--- src/rtl/dmem_pkg.sv ---
`default_nettype none
// ============================================================================
//  Module   : dmem_pkg
//  Purpose  : Shared types and constants for the data-memory arbiter slice.
//             - MEM_WORDS_DEFAULT : default number of data-memory words
//             - req_id_e          : requester identity (CPU / debug)
//             - mem_req_t         : one memory access (we, addr, wdata)
//  Revision : 1.0  initial release
// ============================================================================
package dmem_pkg;

    localparam int MEM_WORDS_DEFAULT = 64;

    // Field widths of mem_req_t; the arbiter casts its port widths onto these.
    localparam int REQ_ADDR_W = 32;
    localparam int REQ_DATA_W = 32;

    typedef enum logic {
        REQ_CPU = 1'b0,
        REQ_DBG = 1'b1
    } req_id_e;

    typedef struct packed {
        logic                  we;
        logic [REQ_ADDR_W-1:0] addr;
        logic [REQ_DATA_W-1:0] wdata;
    } mem_req_t;

endpackage : dmem_pkg
`default_nettype wire

--- src/rtl/rr_arb2.sv ---
`default_nettype none
// ============================================================================
//  Module   : rr_arb2
//  Purpose  : Two-way round-robin arbiter with a per-requester mask.
//             Bit 0 is the CPU requester, bit 1 the debug requester.
//  Ports    : clk     - clock
//             rst     - synchronous active-high reset (pointer -> CPU)
//             i_req   - request vector
//             i_mask  - 1 = requester ineligible this cycle
//             o_gnt   - one-hot (or zero) grant, combinational
//             o_prio  - current priority owner
//  Revision : 1.0  initial release
// ============================================================================
module rr_arb2
    import dmem_pkg::*;
(
    input  logic       clk,
    input  logic       rst,
    input  logic [1:0] i_req,
    input  logic [1:0] i_mask,
    output logic [1:0] o_gnt,
    output req_id_e    o_prio
);

    req_id_e    r_prio;
    logic [1:0] w_elig;
    logic [1:0] w_gnt;

    assign w_elig = i_req & ~i_mask;

    always_comb begin
        w_gnt = w_elig;
        if (w_elig == 2'b11) begin
            w_gnt = (r_prio == REQ_CPU) ? 2'b01 : 2'b10;
        end
    end

    // The pointer only moves on unmasked cycles: a masked-out requester has
    // not actually lost anything, so it keeps whatever priority it had.
    always_ff @(posedge clk) begin
        if (rst) begin
            r_prio <= REQ_CPU;
        end else if ((|w_gnt) && (i_mask == 2'b00)) begin
            r_prio <= w_gnt[0] ? REQ_DBG : REQ_CPU;
        end
    end

    assign o_gnt  = w_gnt;
    assign o_prio = r_prio;

endmodule : rr_arb2
`default_nettype wire

--- src/rtl/dmem_arbiter.sv ---
`default_nettype none
// ============================================================================
//  Module   : dmem_arbiter
//  Purpose  : Shares the single-port data memory between the CPU load/store
//             port and the debug/loader port. Grants are combinational,
//             responses come one cycle after the grant. Misaligned or
//             out-of-range accesses are granted but never touch memory and
//             answer with err=1.
//  Ports    : clk, reset                 - clock, sync active-high reset
//             cpu_req/we/addr/wdata      - CPU request group
//             cpu_gnt/rvalid/rdata/err   - CPU response group
//             dbg_*                      - same for the debug port
//             dbg_lock                   - blocks all CPU grants while high
//             mem_we/addr/wdata, mem_rdata - memory side (1-cycle read)
//             err_cnt                    - saturating rejected-access count
//  Revision : 1.0  initial release
// ============================================================================
module dmem_arbiter
    import dmem_pkg::*;
#(
    parameter int DATA_W    = 32,
    parameter int ADDR_W    = 32,
    parameter int MEM_WORDS = MEM_WORDS_DEFAULT
) (
    input  logic                         clk,
    input  logic                         reset,

    input  logic                         cpu_req,
    input  logic                         cpu_we,
    input  logic [ADDR_W-1:0]            cpu_addr,
    input  logic [DATA_W-1:0]            cpu_wdata,
    output logic                         cpu_gnt,
    output logic                         cpu_rvalid,
    output logic [DATA_W-1:0]            cpu_rdata,
    output logic                         cpu_err,

    input  logic                         dbg_req,
    input  logic                         dbg_we,
    input  logic [ADDR_W-1:0]            dbg_addr,
    input  logic [DATA_W-1:0]            dbg_wdata,
    output logic                         dbg_gnt,
    output logic                         dbg_rvalid,
    output logic [DATA_W-1:0]            dbg_rdata,
    output logic                         dbg_err,

    input  logic                         dbg_lock,

    output logic                         mem_we,
    output logic [$clog2(MEM_WORDS)-1:0] mem_addr,
    output logic [DATA_W-1:0]            mem_wdata,
    input  logic [DATA_W-1:0]            mem_rdata,

    output logic [7:0]                   err_cnt
);

    localparam int c_IDX_W = $clog2(MEM_WORDS);

    // ------------------------------------------------------------------
    // Legality: word aligned and word index inside the memory.
    // ------------------------------------------------------------------
    function automatic logic addr_legal(input logic [ADDR_W-1:0] a);
        return (a[1:0] == 2'b00) && ((a >> 2) < ADDR_W'(MEM_WORDS));
    endfunction

    logic     w_cpu_legal;
    logic     w_dbg_legal;
    logic     w_win_legal;
    logic     w_any_gnt;
    logic     w_err_gnt;
    logic     w_unused;
    logic [1:0] w_gnt;
    req_id_e  w_prio;
    mem_req_t w_cpu_req;
    mem_req_t w_dbg_req;
    mem_req_t w_win;

    logic       r_cpu_pend_rd;
    logic       r_cpu_pend_err;
    logic       r_dbg_pend_rd;
    logic       r_dbg_pend_err;
    logic [7:0] r_err_cnt;

    assign w_cpu_legal = addr_legal(cpu_addr);
    assign w_dbg_legal = addr_legal(dbg_addr);

    assign w_cpu_req = '{we: cpu_we, addr: REQ_ADDR_W'(cpu_addr), wdata: REQ_DATA_W'(cpu_wdata)};
    assign w_dbg_req = '{we: dbg_we, addr: REQ_ADDR_W'(dbg_addr), wdata: REQ_DATA_W'(dbg_wdata)};

    // ------------------------------------------------------------------
    // Arbitration. Requests are gated by reset so no grant (and hence no
    // memory write) can escape during the reset cycle.
    // ------------------------------------------------------------------
    rr_arb2 u_rr_arb2 (
        .clk    (clk),
        .rst    (reset),
        .i_req  ({dbg_req, cpu_req} & {2{~reset}}),
        .i_mask ({1'b0, dbg_lock}),
        .o_gnt  (w_gnt),
        .o_prio (w_prio)
    );

    assign cpu_gnt   = w_gnt[0];
    assign dbg_gnt   = w_gnt[1];
    assign w_any_gnt = |w_gnt;

    // With no grant the CPU fields are presented, keeping the memory
    // address/data deterministic on idle cycles.
    always_comb begin
        w_win       = w_cpu_req;
        w_win_legal = w_cpu_legal;
        if (w_gnt[1]) begin
            w_win       = w_dbg_req;
            w_win_legal = w_dbg_legal;
        end
    end

    assign mem_we    = w_any_gnt && w_win.we && w_win_legal;
    assign mem_addr  = w_win.addr[c_IDX_W+1:2];
    assign mem_wdata = DATA_W'(w_win.wdata);

    assign w_err_gnt = w_any_gnt && !w_win_legal;

    // ------------------------------------------------------------------
    // Response registers. A legal write produces no response; a rejected
    // access always answers, whatever its direction.
    // ------------------------------------------------------------------
    always_ff @(posedge clk) begin
        if (reset) begin
            r_cpu_pend_rd  <= 1'b0;
            r_cpu_pend_err <= 1'b0;
            r_dbg_pend_rd  <= 1'b0;
            r_dbg_pend_err <= 1'b0;
            r_err_cnt      <= 8'd0;
        end else begin
            r_cpu_pend_rd  <= cpu_gnt && w_cpu_legal && !cpu_we;
            r_cpu_pend_err <= cpu_gnt && !w_cpu_legal;
            r_dbg_pend_rd  <= dbg_gnt && w_dbg_legal && !dbg_we;
            r_dbg_pend_err <= dbg_gnt && !w_dbg_legal;
            if (w_err_gnt && (r_err_cnt != 8'hFF)) begin
                r_err_cnt <= r_err_cnt + 8'd1;
            end
        end
    end

    // Responses are suppressed while reset is high so a response that was
    // in flight when reset arrived is never seen by the requester.
    assign cpu_rvalid = !reset && (r_cpu_pend_rd || r_cpu_pend_err);
    assign cpu_err    = !reset && r_cpu_pend_err;
    assign cpu_rdata  = (!reset && r_cpu_pend_rd) ? mem_rdata : '0;

    assign dbg_rvalid = !reset && (r_dbg_pend_rd || r_dbg_pend_err);
    assign dbg_err    = !reset && r_dbg_pend_err;
    assign dbg_rdata  = (!reset && r_dbg_pend_rd) ? mem_rdata : '0;

    assign err_cnt = r_err_cnt;

    // Address bits outside the word index are only used by the legality
    // check; the priority pointer is observed only inside the arbiter.
    assign w_unused = ^{w_win.addr[REQ_ADDR_W-1:c_IDX_W+2], w_win.addr[1:0], w_prio};

endmodule : dmem_arbiter
`default_nettype wire

--- config.mk ---
export PLATFORM = sky130hd
export DESIGN_NAME = dmem_arbiter
export DESIGN_NICKNAME = d
export VERILOG_FILES = /design/src/rtl/dmem_pkg.sv /design/src/rtl/rr_arb2.sv /design/src/rtl/dmem_arbiter.sv
export SDC_FILE = /design/constraint.sdc
export NUM_CORES = 1
export LEC_CHECK = 0
export ABC_AREA = 0
export BUFFER_PORTS_ARGS = -buffer_cell sky130_fd_sc_hd__clkbuf_2
export CORE_AREA = 10 10 103 105
export DETAILED_ROUTE_END_ITERATION = 6
export DIE_AREA = 0 0 113 115
export PLACE_DENSITY = 0.66
export SYNTH_ARGS = -nofsm -noshare
export SYNTH_HDL_FRONTEND = slang
export SYNTH_SLANG_ARGS = --single-unit
--- constraint.sdc ---
create_clock -name clk -period 2.75 [get_ports clk]
set_input_delay 0.1375 -clock clk [delete_from_list [all_inputs] [get_ports clk]]
set_output_delay 0.1375 -clock clk [all_outputs]
set_load 0.02 [all_outputs]
Word-level counts from Yosys, hierarchy flattened
Index checks and enable logic that the tools add are counted.
{"block": "totals", "wordCells": 53, "out_inout_bits": 117, "reg_bits": 13, "in_bits": 167}
{"block": "op_classes", "reduce_logical": 31, "n_eq_ne": 2, "muxes": 7, "addsub": 1, "magnitude_cmp": 2, "bitwise": 4}
{"cell": "65-bit two-way mux", "n": 1}
{"cell": "32-bit two-way mux", "n": 2}
{"cell": "30-bit by 7-bit < comparator with 1-bit output, second input constant", "n": 2}
{"cell": "1-bit logical AND", "n": 19}
{"cell": "8-bit by 1-bit adder with 8-bit output, second input constant", "n": 1}
{"cell": "8-bit inequality test, second input constant", "n": 1}
{"cell": "1-bit zero test", "n": 6}
{"cell": "2-bit zero test", "n": 3}
{"cell": "2-bit AND", "n": 2}
{"cell": "2-bit two-way mux", "n": 2}
{"cell": "2-bit equality test, second input constant", "n": 1}
{"cell": "1-bit logical OR", "n": 2}
{"cell": "1-bit two-way mux", "n": 2}
{"cell": "1-bit inverter with 2-bit output", "n": 1}
{"cell": "2-bit OR reduction", "n": 1}
{"cell": "1-bit inverter", "n": 1}

Longest topological paths before layout
Gate-level depths: netlist of the first run.
{"block": "depth", "ltp_word": 9, "ltp_mapped": 6, "mapped_depth_nobuf": 6}

Modules after synthesis
Synthesis of the first run repeated with hierarchy kept, for this count alone.
{"block": "unflattened", "hier_cells": 207, "hier_area_um2": 1685.4}
{"module": "dmem_arbiter", "seq_area_each_um2": 240.2, "area_per_inst_um2": 1602.8, "cells_each": 198, "n_inst": 1}
{"module": "rr_arb2", "seq_area_each_um2": 20.0, "area_per_inst_um2": 82.6, "cells_each": 9, "n_inst": 1}

Worst setup path after synthesis of the first run
No wires, ideal clock.
{"block": "synth_timing", "kind": "reg-to-reg", "start": "register u_rr_arb2.r_prio, in the netlist u_rr_arb2.o_prio", "end": "register r_err_cnt[6], in the netlist err_cnt[6]", "arrival_time_ns": 1.486, "t_required_ns": 2.614, "period_less_slack_ns": 1.622, "setup_ns": 0.136, "path_buffers": 0, "slack_ns": 1.128, "path_stages_with_launch": 5, "cell_sequence": "dfxtp_1 > a2111oi_4 > o21ai_2 > a2111oi_0 > a211oi_1"}
{"block": "synth_between", "word_cells_on_any_way": 7, "cone_classes": "3 x mux; 4 x reduce/logical"}
{"element": "from (decl)", "line_no": "rr_arb2.sv:25", "text": "req_id_e r_prio;"}
{"element": "from (signal assigned)", "line_no": "rr_arb2.sv:44", "text": "r_prio <= w_gnt[0] ? REQ_DBG : REQ_CPU;"}
{"element": "2-bit two-way mux", "line_no": "rr_arb2.sv:34", "text": "w_gnt = (r_prio == REQ_CPU) ? 2'b01 : 2'b10;"}
{"element": "2-bit two-way mux", "line_no": "rr_arb2.sv:33", "text": "if (w_elig == 2'b11) begin"}
{"element": "via cpu_gnt", "line_no": "dmem_arbiter.sv:32", "text": "output logic cpu_gnt,"}
{"element": "2-bit OR reduction", "line_no": "dmem_arbiter.sv:104", "text": "assign w_any_gnt = |w_gnt;"}
{"element": "1-bit logical AND", "line_no": "dmem_arbiter.sv:121", "text": "assign w_err_gnt = w_any_gnt && !w_win_legal;"}
{"element": "1-bit logical AND", "line_no": "dmem_arbiter.sv:139", "text": "if (w_err_gnt && (r_err_cnt != 8'hFF)) begin"}
{"element": "to (signal assigned)", "line_no": "dmem_arbiter.sv:140", "text": "r_err_cnt <= r_err_cnt + 8'd1;"}
{"element": "to (decl)", "line_no": "dmem_arbiter.sv:81", "text": "logic [7:0] r_err_cnt;"}
The timed path passes the listed nets, and every way through them passes these cells.
A chain may end at the register's enable or synchronous reset.

Worst setup path after layout of the first run
{"block": "layout_timing", "start": "register u_rr_arb2.r_prio, in the netlist u_rr_arb2.o_prio", "end": "output port mem_wdata[19]"}
{"block": "layout_between", "elab_chain_cells": 3}
{"element": "2-bit two-way mux", "line_no": "rr_arb2.sv:34"}
{"element": "2-bit two-way mux", "line_no": "rr_arb2.sv:33"}
{"element": "65-bit two-way mux", "line_no": "dmem_arbiter.sv:111", "text": "if (w_gnt[1]) begin"}
{"element": "to (decl)", "line_no": "dmem_arbiter.sv:50", "text": "output logic [DATA_W-1:0] mem_wdata,"}
Every way passes these cells.

==> results of run 1 <==
==> power breakdown <==
part | internal (mW) | total [mW] | switching, mW
clock | 0.102 | 0.170 | 0.0675
combinational | 0.184 | 0.378 | 0.194
sequential | 0.198 | 0.209 | 0.0105
==> through the flow <==
step           power [mW]  hold slack [ps]  std cells  area (µm²)
3_3_place_gp       0.5842            325.1        587        3203
4_1_cts            0.7672            70.02        591        3248
6_report           0.7566            76.67        591        3248
2_1_floorplan      0.3852            209.1        203        1665
5_1_grt            0.8003            85.46        591        3248
3_5_place_dp       0.5915            328.4        587        3203
==> area by class of cell <==
| class | count | area, µm² |
|---|---|---|
| Tap cell | 108 | 135.1 |
| Inverter | 4 | 15.01 |
| Multi-Input combinational cell | 175 | 1346 |
| Timing Repair Buffer | 287 | 1446 |
| Sequential cell | 13 | 260.3 |
| Clock buffer | 4 | 45.04 |
| Fill cell | 925 | 5303 |
==> flip-flops by register name, indices dropped and copies added (netlist names) <==
name / count
r_cpu_pend_err: 1
r_dbg_pend_rd: 1
r_cpu_pend_rd: 1
u_rr_arb2.o_prio: 1
r_dbg_pend_err: 1
err_cnt: 8
==> logic make-up (layout without fill, tap and decap cells) <==
group	after synthesis	in the layout	share of synthesized area, %
buffers and inverters	15	295	3.682
flip-flops	13	13	15.63
adder cells (fa/ha/maj)	1	1	0.7512
AO/OA/AOI/OAI	14	14	7.289
AND/OR/NAND/NOR	115	115	42.45
multiplexers	45	45	30.20
==> path summary, 6_finish.rpt <==
path                                  from                        to  slack (ps)  cells past startpoint
max reg2reg  u_rr_arb2.o_prio$_SDFFE_PP0P_   err_cnt[1]$_SDFFE_PP0P_         960                      7
max          u_rr_arb2.o_prio$_SDFFE_PP0P_             mem_wdata[19]         790                      5
min                                 cpu_we  r_cpu_pend_rd$_SDFF_PP0_          80                      2
min reg2reg        err_cnt[6]$_SDFFE_PP0P_   err_cnt[6]$_SDFFE_PP0P_         500                      2
==> synthesized netlist by cell type (all sizes together), types with 3 or more instances <==
cell type / count
and2: 65
buf: 4
clkbuf: 7
dfxtp: 13
inv: 4
mux2: 39
mux2i: 6
nand2: 4
nand2b: 7
nand3: 5
nand4: 4
nor2: 7
nor2b: 5
nor4: 12
o211ai: 3
o21ai: 4
==> layer usage <==
layer	GRT usage [%]	part of all wire [%]	up-vias
met3	7.656	13	6
met5	0	0	-
met4	2.369	0.59	0
met1	17.69	39	1164
met2	26.92	47	152
li1	-	-	1268
==> layout by cell type, fill, tap and decap left out, types with 5 or more instances in the layout <==
cell | netlist | layout
sky130_fd_sc_hd__nand3_1 | 5 | 5
sky130_fd_sc_hd__mux2i_1 | 6 | 6
sky130_fd_sc_hd__mux2_2 | 38 | 38
sky130_fd_sc_hd__nor4_1 | 12 | 12
sky130_fd_sc_hd__dfxtp_1 | 13 | 13
sky130_fd_sc_hd__and2_1 | 65 | 65
sky130_fd_sc_hd__nor2_1 | 7 | 7
sky130_fd_sc_hd__nand2b_1 | 7 | 7
sky130_fd_sc_hd__clkbuf_2 | 0 | 283
==> impl.org, run 1 <==
** Clock tree
- Number of buffers created by CTS :: 3
- Clock latency on the worst-skew pair :: 240 ps
- Total number of clock tree sinks :: 13
- Count of hold-fix buffers inserted at cts :: 0
- CTS H-tree depth :: 1
- Buffer cell driving the clock tree root :: sky130_fd_sc_hd__clkbuf_8
- Clock transition at path regs :: ~50 ps
- No sink is reached through more buffers than the 2 on the longest clock path.
- Cts repair resizes :: 0
- Count of buffers added by post-CTS timing repair for setup :: 0
- TritonCTS clock tree :: built

** GRT
- Largest net degree at the start of global routing :: 34
- Initial antenna violation count :: 0
- First-pass GRT wire length :: roughly 16 mm
- The via count of the first global-routing pass was 2752.
- GRT overflow :: 0
- Across every metal layer, demand over resource in global routing totals 15.74%.

** Power and ir drop
- For this design the ratio of total power to cell area is 232.9 nW/µm².
- For this design the static power due to leakage is between 1.5 and 2 nW.
- Peak supply drop :: ~0.00018 V

** Die
- Vertical extent of the die :: between 100 and 150 µm
- I/O pins :: ~280
- Initial core utilization :: around a fifth
- The floorplan step defined a die boundary enclosing approximately 13000 µm².
- Row Count :: 34
- The die is about 110 µm wide.
- The core region is 8551 µm².

** Timing
- After layout, the worst path uses 71.45% of the clock period.
- Setup violations remaining at the end of the flow were counted as 0.
- Setup slack after layout :: between 700 and 800 ps
- Setup repair after global routing left no endpoint under its margin.
- At the pin with the least slew margin, the transition time is roughly 380 ps.
- On the final layout, the worst clock skew is between 2 and 3 ps.
- After routing, the total negative slack on setup checks comes to 0 ps.
- In this run the tightest slew margin relative to its limit is around 74%.
- Final Hold Violating Endpoints :: 0
- Max-slew violation total from the final report :: 0
- The clock period could shrink to about 2000 ps.
- Static timing analysis puts the maximum clock frequency at 509.0 MHz.

** Flow run
- Max-capacitance violation count :: 0

** Drt
- Router iterations before antenna repair :: 4
- Vias/cell :: about 4.4
- Number of vias after detailed routing :: between 2000 and 3000
- Count of unresolved DRC violations after routing :: 0
- In the final routed layout, each cell accounts on average for between 15 and 20 µm.
- First-iteration detailed-routing DRC count :: 125
- After detailed routing, the total wire length is ~11 mm.
- In this run the remaining antenna-violating nets after routing total 0.

** Yosys
- Dominant cell type by area after synthesis :: sky130_fd_sc_hd__mux2_2
- Of the synthesized area, sequential elements account for 15.63%.
- Yosys mapped the design onto 31 distinct sky130hd cell types.
- Number of synthesized flops with an enable pin :: 0
- The cell count after synthesis came out at just over 200.
- Share of flip-flops with an asynchronous set or reset :: 0%
- Yosys warns :: 0
- After synthesis, the largest area contributor takes up 25.69% of total cell area.
- In this run the cell area of the synthesized design comes to roughly 1700 µm².
- The number of nets in the synthesized netlist is between 300 and 400.
- Avg Inst Size Synth :: 8.204 µm²
- By area the synthesized netlist is led by sky130_fd_sc_hd__mux2_2 (26%), sky130_fd_sc_hd__and2_1 (24%), sky130_fd_sc_hd__dfxtp_1 (16%).
- Most used flip-flop cell after synthesis :: sky130_fd_sc_hd__dfxtp_1
- The synthesized design contains 13 register bits.

** Setup path
- On the worst path, the slowest cell contributes a delay of 400 ps.
- The largest individual stage delay along the critical path comes from the cell sky130_fd_sc_hd__dfxtp_1.
- At the worst endpoint, the required time is approximately 2600 ps.
- At the worst endpoint, the arrival time is roughly 1800 ps.
- Cell family with most CP delay :: buffers and inverters
- CP startpoint kind :: flip-flop
- Of all nets on the critical path, the largest fanout is 24.
- Buf+Inv Stages, Crit Path :: 2
- WS Path Type :: reg -> out
- Kind of end point of the critical path :: output port
- CP cell instances :: nor3b_2 -> nor3b_4 -> buf_4 -> mux2_2 -> clkbuf_2

** Finish
- Diode count :: 0
- The area growth from synthesis to layout is 95.04%.
- The net count of the finished layout is roughly 650.
- In the final layout, the share of cells above drive strength 1 is 70.39%.
- Core occupancy in the finished layout :: 37.99%

** Run status
- The run finished with clean final reports.

** Min path
- Type of the tightest min-delay check :: in -> reg

** Placed design
- Quantity of I/O buffers inserted on ports :: around 280
- Before CTS, the worst setup slack after placement is 958.1 ps.
- HPWL reported at the end of detailed placement :: ~10 mm
- At the end of routability-driven placement, the weighted congestion stood at about 0.87.
(Power assumes the default switching activity.)
==> inputs of run 2 (changes only) <==
ABC_AREA = 1   (was 0)
CORE_AREA = 10 10 102 104   (was 10 10 103 105)
DIE_AREA = 0 0 112 114   (was 0 0 113 115)
PLACE_DENSITY = 0.68   (was 0.66)
clock period = 2.05 ns   (was 2.75 ns; I/O delays follow)
==> run 2 against run 1 <==
Net effect: sequential power up 26%; total power increased by 32%; sequential cell count unchanged; die area decreased by 1.7%; global-route usage fell by 0.61 points; critical path type unchanged.
==> impl.org, run 2 <==
** Yosys
- Instance count of the mapped netlist :: around 370
- By area the synthesized netlist is led by sky130_fd_sc_hd__nand2_1 (31%), sky130_fd_sc_hd__nor2_1 (22%), sky130_fd_sc_hd__dfxtp_1 (15%).
- Post-synthesis sequential area ratio :: between 10% and 20%
- Number of synthesized flops with an enable pin :: 0
- Commonest cells post-synth :: sky130_fd_sc_hd__nand2_1 (145), sky130_fd_sc_hd__nor2_1 (104), sky130_fd_sc_hd__inv_1 (42)
- Yosys mapped the design onto 29 distinct sky130hd cell types.
- Area of the mapped netlist :: approximately 1800 µm²
- Dominant cell type by area after synthesis :: sky130_fd_sc_hd__nand2_1
- Number of flip-flops and latches in the synthesized netlist :: 13
- The number of nets handed over by synthesis was 534.
- Share of the synthesized area in the top cell type :: 31.00%
- In the post-synthesis netlist, the cell with the most instances is sky130_fd_sc_hd__nand2_1.
- For this run, the leading register cell type out of synthesis is sky130_fd_sc_hd__dfxtp_1.
- The Yosys step of the flow raised 0 warnings.
- Share of flip-flops with an asynchronous set or reset :: 0%
- Avg Inst Size Synth :: roughly 4.8 µm²

** Die
- In this run the standard cell core region covers between 8000 and 9000 µm².
- The die covers roughly 13000 µm².
- Die width :: ~110 µm
- The die is 114 µm tall.
- Initial core utilization :: 20.74%
- I/O pins :: ~280
- Row Count :: 34

** Min path
- The path with the worst hold slack has its endpoint at r_cpu_pend_rd$_SDFF_PP0_.
- The path class of the tightest hold or removal check is in -> reg.
- Worst hold path stage count :: 2
- The startpoint identified for the worst hold timing path is cpu_we.

** Timing
- Final setup skew :: ~1.5 ps
- Max-slew headroom at the worst pin :: approximately three quarters
- Setup slack after layout :: 279.8 ps
- Setup violations remaining at the end of the flow were counted as 0.
- Setup repair after global routing left no endpoint under its margin.
- The number of max-slew violations in the final report was 0.
- Period Utilization, post-route :: 86.35%
- Pin slew with the least headroom to its limit :: just over 400 ps
- Derived from the worst setup path, the maximum achievable clock frequency is between 500 and 600 MHz.
- The count of endpoints failing hold in the final timing report was 0.
- Adding up every negative setup slack in the final design gives 0 ps.
- For the finished layout, the period the worst path requires is about 1800 ps.

** Placed design
- The wire-length estimate of the detail-placed layout is between 9 and 10 mm.
- Quantity of I/O buffers inserted on ports :: 283
- OpenSTA, run right after detailed placement, puts the worst setup slack at around 500 ps.
- Weighted congestion at the end of routability-driven global placement :: 0.8645

** Drt
- Number of vias after detailed routing :: approximately 3200
- Dividing the detail-routed wire length by the instance count gives 14.58 µm.
- Count of unresolved DRC violations after routing :: 0
- In this run the remaining antenna-violating nets after routing total 0.
- The routed design has roughly 11 mm of wire.
- Using the TritonRoute via totals, the vias-per-cell ratio works out to ~4.2.
- Router iterations before antenna repair :: 5
- First-iteration detailed-routing DRC count :: 230

** Run status
- Status :: finished clean

** Setup path
- The critical path contains buffers and inverters numbering 3 combined.
- Crit path required time :: about 2000 ps
- CP max stage cell :: sky130_fd_sc_hd__buf_4
- The critical path in this run is classified as reg -> out.
- Worst r2r dst :: err_cnt[6]$_SDFFE_PP0P_
- On the worst path, the slowest cell contributes a delay of roughly 370 ps.
- At the worst endpoint, the arrival time is ~1700 ps.
- Worst reg-to-reg path cell count :: 9
- The worst setup path is launched from a flip-flop.
- Most used cell, CP :: sky130_fd_sc_hd__nand2_1
- Worst reg2reg path startpoint :: err_cnt[0]$_SDFFE_PP0P_
- CP cell instances :: inv_1 -> nand3_1 -> nand2_4 -> buf_4 -> nand2_1 -> nand2_1 -> clkbuf_2
- Kind of end point of the critical path :: output port
- The worst register-to-register path has a setup slack of slightly below 500 ps.
- Crit-path max FO :: 40
- The cell family contributing the most delay on the critical path is buffers and inverters.

** GRT
- For this run the aggregate overflow at the end of global routing stands at 0.
- The first global-routing pass estimated 16.18 mm of wire.
- Largest net degree at the start of global routing :: slightly above 40
- Total routing resource utilization after global routing :: about 15%
- The via count of the first global-routing pass is between 3000 and 4000.
- The number of antenna violations at the first check in global routing was 0.

** Flow run
- Max-cap violations in this run came to 0.

** Clock tree
- Total number of clock tree sinks :: 13
- Clock latency on the worst-skew pair :: approximately 240 ps
- In this run the number of H-tree levels came out at 1.
- The longest clock path from root to sink contains 2 buffers.
- TritonCTS built the clock tree.
- Clock transition at path regs :: ~60 ps
- In this run, post-CTS repair resized a total of 0 instances.
- TritonCTS created 3 clock buffers.
- The number of setup buffers added after CTS is 0.
- For this design, the CTS-stage hold fixing added 0 buffers.
- CTS placed an instance of sky130_fd_sc_hd__clkbuf_8 at the clock tree root.

** Finish
- The top cell types in the final layout, fill and taps aside, are sky130_fd_sc_hd__clkbuf_2 (283), sky130_fd_sc_hd__nand2_1 (145), sky130_fd_sc_hd__nor2_1 (104), sky130_fd_sc_hd__inv_1 (42), sky130_fd_sc_hd__dfxtp_1 (13).
- Final #Nets :: between 800 and 900
- Share of final-layout standard cells stronger than drive strength 1 :: between 40% and 50%
- The register with the most flip-flops in the layout has 8 of them.
- Area growth syn-to-layout :: 90.09%
- Leaving out fill and tap cells, the most frequent cell in the layout is sky130_fd_sc_hd__clkbuf_2.
- The number of antenna diodes in the final layout is 0.

** Power and ir drop
- Summed over all cells, the static leakage comes to ~2.3 nW.
- Power spread over the standard cell area amounts to 299.1 nW/µm².
- Peak supply drop :: between 0.00015 and 0.0002 V
-- run 2: cell count changes after synthesis, moves of 11 or more --
| cell | change |
|---|---|
| sky130_fd_sc_hd__and2_1 | -65 |
| sky130_fd_sc_hd__nor4_1 | -11 |
| sky130_fd_sc_hd__nor2_1 | +97 |
| sky130_fd_sc_hd__nand2_1 | +141 |
| sky130_fd_sc_hd__inv_1 | +40 |
| sky130_fd_sc_hd__mux2_2 | -38 |
-- run 2: kinds of logic after synthesis --
group / share of synthesized area [%]
compound gates: 5.489
flops: 14.83
simple gates: 63.36
fa+ha+maj: 0.7126
buf+inv: 13.11
xor+xnor: 2.495
-- run 2: how the worst max path moves through the flow --
stage	startpoint	endpoint	slack, ps	cells after the start
floorplan	err_cnt[0]$_SDFFE_PP0P_	err_cnt[5]$_SDFFE_PP0P_	510	9
global placement	u_rr_arb2.o_prio$_SDFFE_PP0P_	mem_addr[4]	510	7
detailed placement	err_cnt[0]$_SDFFE_PP0P_	err_cnt[2]$_SDFFE_PP0P_	510	9
CTS	u_rr_arb2.o_prio$_SDFFE_PP0P_	mem_addr[4]	260	7
global route	u_rr_arb2.o_prio$_SDFFE_PP0P_	mem_wdata[5]	130	7
finish	u_rr_arb2.o_prio$_SDFFE_PP0P_	mem_addr[4]	280	7
-- run 2: through the flow --
stage                     hold slack [ps]  instance area, µm²  instances  power (mW)  util, %
after global placement              295.0                3292        747      0.7730    38.89
after CTS                           25.75                3337        751       1.011    39.42
after floorplan                     179.8                1755        366      0.5103        -
final                               29.24                3337        751      0.9982    39.42
after global routing                29.97                3337        751       1.077    39.42
after detailed placement            290.6                3292        747      0.7752    38.89
-- run 2: layout make-up --
| class | count | area (µm²) |
|---|---|---|
| Inverter | 44 | 165.2 |
| Multi-Input combinational cell | 294 | 1265 |
| Sequential cell | 13 | 260.3 |
| Timing Repair Buffer | 288 | 1466 |
| Tap cell | 108 | 135.1 |
| Fill cell | 954 | 5129 |
| Clock buffer | 4 | 45.04 |
-- run 2: report_power, final --
| part | total (mW) | internal, mW | switching [mW] |
|---|---|---|---|
| Clock | 0.232 | 0.138 | 0.0948 |
| Sequential | 0.263 | 0.259 | 0.00429 |
| Combinational | 0.503 | 0.216 | 0.286 |
-- run 2: worst register-to-register path, cell delays in order (launching register included) --
cell,delay [ps]
sky130_fd_sc_hd__dfxtp_1,340
sky130_fd_sc_hd__ha_1,230
sky130_fd_sc_hd__nand2_1,90
sky130_fd_sc_hd__inv_1,40
sky130_fd_sc_hd__nand3_1,90
sky130_fd_sc_hd__nor2_1,80
sky130_fd_sc_hd__a21oi_4,270
sky130_fd_sc_hd__nand3_4,170
sky130_fd_sc_hd__nand2_1,90
sky130_fd_sc_hd__a21oi_1,60
-- run 2: metal layers --
| metal | share of wire, % | routed length, µm | vias up | track usage, % |
|---|---|---|---|---|
| met5 | 0 | 0 | - | 0 |
| met4 | 1.4 | 157 | 0 | 3.384 |
| met3 | 12 | 1353 | 16 | 6.562 |
| met2 | 49 | 5358 | 195 | 27.00 |
| met1 | 37 | 4084 | 1304 | 16.20 |
| li1 | - | - | 1647 | - |
==> inputs of run 3 (changes only) <==
GPL_TIMING_DRIVEN = 0   (was not set)
==> run 3 against run 2 <==
Net effect: total power down 0.10%; register-to-register slack got worse by 40 ps; setup slack got worse by 57 ps; combinational power hardly changed; final cell count rose by 1.3%; sequential cell count unchanged; sequential share of layout area barely moved; wire length rose by 2.0%; maximum frequency down 3.1%; sequential power is essentially flat; count of clock-buffer cells in the layout did not move; critical path type unchanged.
==> impl.org, run 3 (synthesis gave the netlist of run 2 again) <==
** Finish
- Most used cells in the layout excluding fill and tap cells :: sky130_fd_sc_hd__clkbuf_2 (283), sky130_fd_sc_hd__nand2_1 (145), sky130_fd_sc_hd__nor2_1 (104), sky130_fd_sc_hd__inv_1 (42), sky130_fd_sc_hd__dfxtp_1 (13)
- Commonest non-fill, non-tap cell in the layout :: sky130_fd_sc_hd__clkbuf_2
- The repair_antennas step left the layout with diodes totalling 0.
- Leaving out filler cells and counting taps, the final layout contains 761.
- Post-route cell area :: about 3400 µm²
- Final #Nets :: 822
- Share of final-layout standard cells stronger than drive strength 1 :: between 40% and 50%
- Compared with the post-synthesis result, the final layout area differs by 90.95%.
- Largest register FFs :: 8

** Setup path
- The worst setup path is captured at an output port.
- Walking the worst path, the cells encountered are inv_1 -> nand3_1 -> nand2_4 -> inv_2 -> buf_4 -> nand2_1 -> a22oi_1 -> clkbuf_2.
- Cell family with most CP delay :: buffers and inverters
- In this run the critical register-to-register path is launched from err_cnt[0]$_SDFFE_PP0P_.
- Crit path largest cell delay :: between 300 and 400 ps
- The critical path is of the reg -> out type.
- Crit-path max FO :: 10
- Critical path data arrival time :: 1730 ps
- Counting both buffers and inverters, the worst setup path holds a total of 4.
- The endpoint identified for the worst register-to-register timing path is err_cnt[0]$_SDFFE_PP0P_.
- The slowest stage of the critical path belongs to the cell sky130_fd_sc_hd__dfxtp_1.
- In this run the register-to-register setup slack is about 450 ps.
- Measured in cells, the most critical reg-to-reg path has a length of 9.
- CP startpoint kind :: flip-flop
- For the worst setup path, the data required time is roughly 2000 ps.

** Placed design
- Summing all placed instances gives a cell area of approximately 3300 µm².
- Worst slack, placed :: 431.1 ps
- Routability-driven placement finished with a final weighted congestion of around 0.83.
- Input and output buffers added on the ports amount to about 280.
- The HPWL after detailed placement is between 10 and 15 mm.
- In this run, placement finished with an instance count of approximately 760.

** Min path
- Worst hold path stage count :: 2
- The worst hold path begins at cpu_we.
- The tightest min-delay check is of the in -> reg type.
- The worst hold path terminates at r_cpu_pend_rd$_SDFF_PP0_.

** Timing
- Derived from the worst setup path, the maximum achievable clock frequency is between 500 and 600 MHz.
- Max-slew headroom at the worst pin :: about 69%
- Pin slew with the least headroom to its limit :: approximately 460 ps
- After routing, the total negative slack on setup checks comes to 0 ps.
- Setup slack after layout :: 222.4 ps
- In the finished design, the share of the clock period the worst path needs comes to about 89%.
- Final Hold Violating Endpoints :: 0
- RSZ-0062 raised after global routing :: no
- The number of max-slew violations in the final report was 0.
- Final setup skew :: about 2.5 ps
- Setup violations remaining at the end of the flow were counted as 0.
- Shortest clock period the worst path allows after layout :: between 1500 and 2000 ps

** Clock tree
- Buffer cell driving the clock tree root :: sky130_fd_sc_hd__clkbuf_8
- Clock latency on the worst-skew pair :: roughly 240 ps
- CTS built an H-tree with a depth of 1.
- The clock passes through at most 2 buffers.
- Total number of clock tree sinks :: 13
- Number of buffers created by CTS :: 3
- Count of hold-fix buffers inserted at cts :: 0
- Cts repair resizes :: 0
- Clock transition at path regs :: about 50 ps
- TritonCTS clock tree :: built
- The number of setup buffers added after CTS is 0.

** GRT
- The first global-routing pass estimated between 15 and 20 mm of wire.
- Total routing resource utilization after global routing :: about 16%
- Largest net degree at the start of global routing :: 11
- The number of antenna violations at the first check in global routing is 0.
- Vias in the first global route :: approximately 3300
- GRT overflow :: 0

** Power and ir drop
- Across the VDD grid, the largest voltage drop is 0.0001637 V.
- Power comes to 997.2 µW.
- For this design the static power due to leakage is ~2.3 nW.
- For this design the ratio of total power to cell area is 297.5 nW/µm².

** Die
- Row Count :: 34
- Die width :: 112 µm
- Core footprint :: 8466 µm²
- The initial utilization of the core area, before any placement, comes to around a fifth.
- The die is ~110 µm tall.
- The die covers 12770 µm².
- I/O pins :: 284

** Drt
- Detailed routing inserted a total of 3159 vias.
- After detailed routing, the average wire length per cell comes to approximately 15 µm.
- The detailed router finished its first iteration with 216 violations.
- For this run, the detailed router's first-pass iteration total came to 4.
- Count of unresolved DRC violations after routing :: 0
- Wirelength, routed :: 11.17 mm
- ANT nets after route :: 0
- Using the TritonRoute via totals, the vias-per-cell ratio works out to 4.151.

** Flow run
- Max-capacitance violation count :: 0

** Run status
- The run finished with clean final reports.
[run 3: per-stage QoR]
step | hold slack [ps] | utilization (%)
after global routing | 28.74 | 39.60
after detailed placement | 290.3 | 39.06
after global placement | 289.0 | 39.06
after CTS | 29.73 | 39.60
after floorplan | 179.8 | -
final | 34.19 | 39.60
[run 3: area by class of cell]
type / count / area [µm²]
repair buffers: 283 / 1416
fillers: 974 / 5114
clock buffers: 4 / 45.04
inverters: 44 / 165.2
well taps: 108 / 135.1
plain buffers: 15 / 65.06
multi-input cells: 294 / 1265
flip-flops and latches: 13 / 260.3
[run 3: worst max path at each step]
stage                                  startpoint                       to  slack, ps  cells after the start
global placement    u_rr_arb2.o_prio$_SDFFE_PP0P_                   mem_we        430                      8
detailed placement  u_rr_arb2.o_prio$_SDFFE_PP0P_                   mem_we        430                      8
floorplan                 err_cnt[0]$_SDFFE_PP0P_  err_cnt[5]$_SDFFE_PP0P_        510                      9
CTS                 u_rr_arb2.o_prio$_SDFFE_PP0P_                   mem_we        160                      8
finish              u_rr_arb2.o_prio$_SDFFE_PP0P_                   mem_we        220                      8
global route        u_rr_arb2.o_prio$_SDFFE_PP0P_                   mem_we         80                      8
[run 3: metal layers]
metal	vias up	GRT usage [%]	share of wire, %
li1	1665	-	-
met1	1297	16.26	36
met2	189	29.45	51
met3	8	6.719	12
met4	0	2.876	0.72
met5	-	0	0
[run 3: power breakdown]
part | internal [mW] | switching, mW
sequential | 0.259 | 0.00453
clock | 0.137 | 0.0925
combinational | 0.216 | 0.288
[run 3: worst register-to-register path, delay by kind of cell, from the launching register on]
kind	cells	cell delay (ps)
buffers and inverters	1	40
AND/OR/NAND/NOR	5	540
AO/OA/AOI/OAI	2	340
adder cells (fa/ha/maj)	1	230
flip-flops	1	340
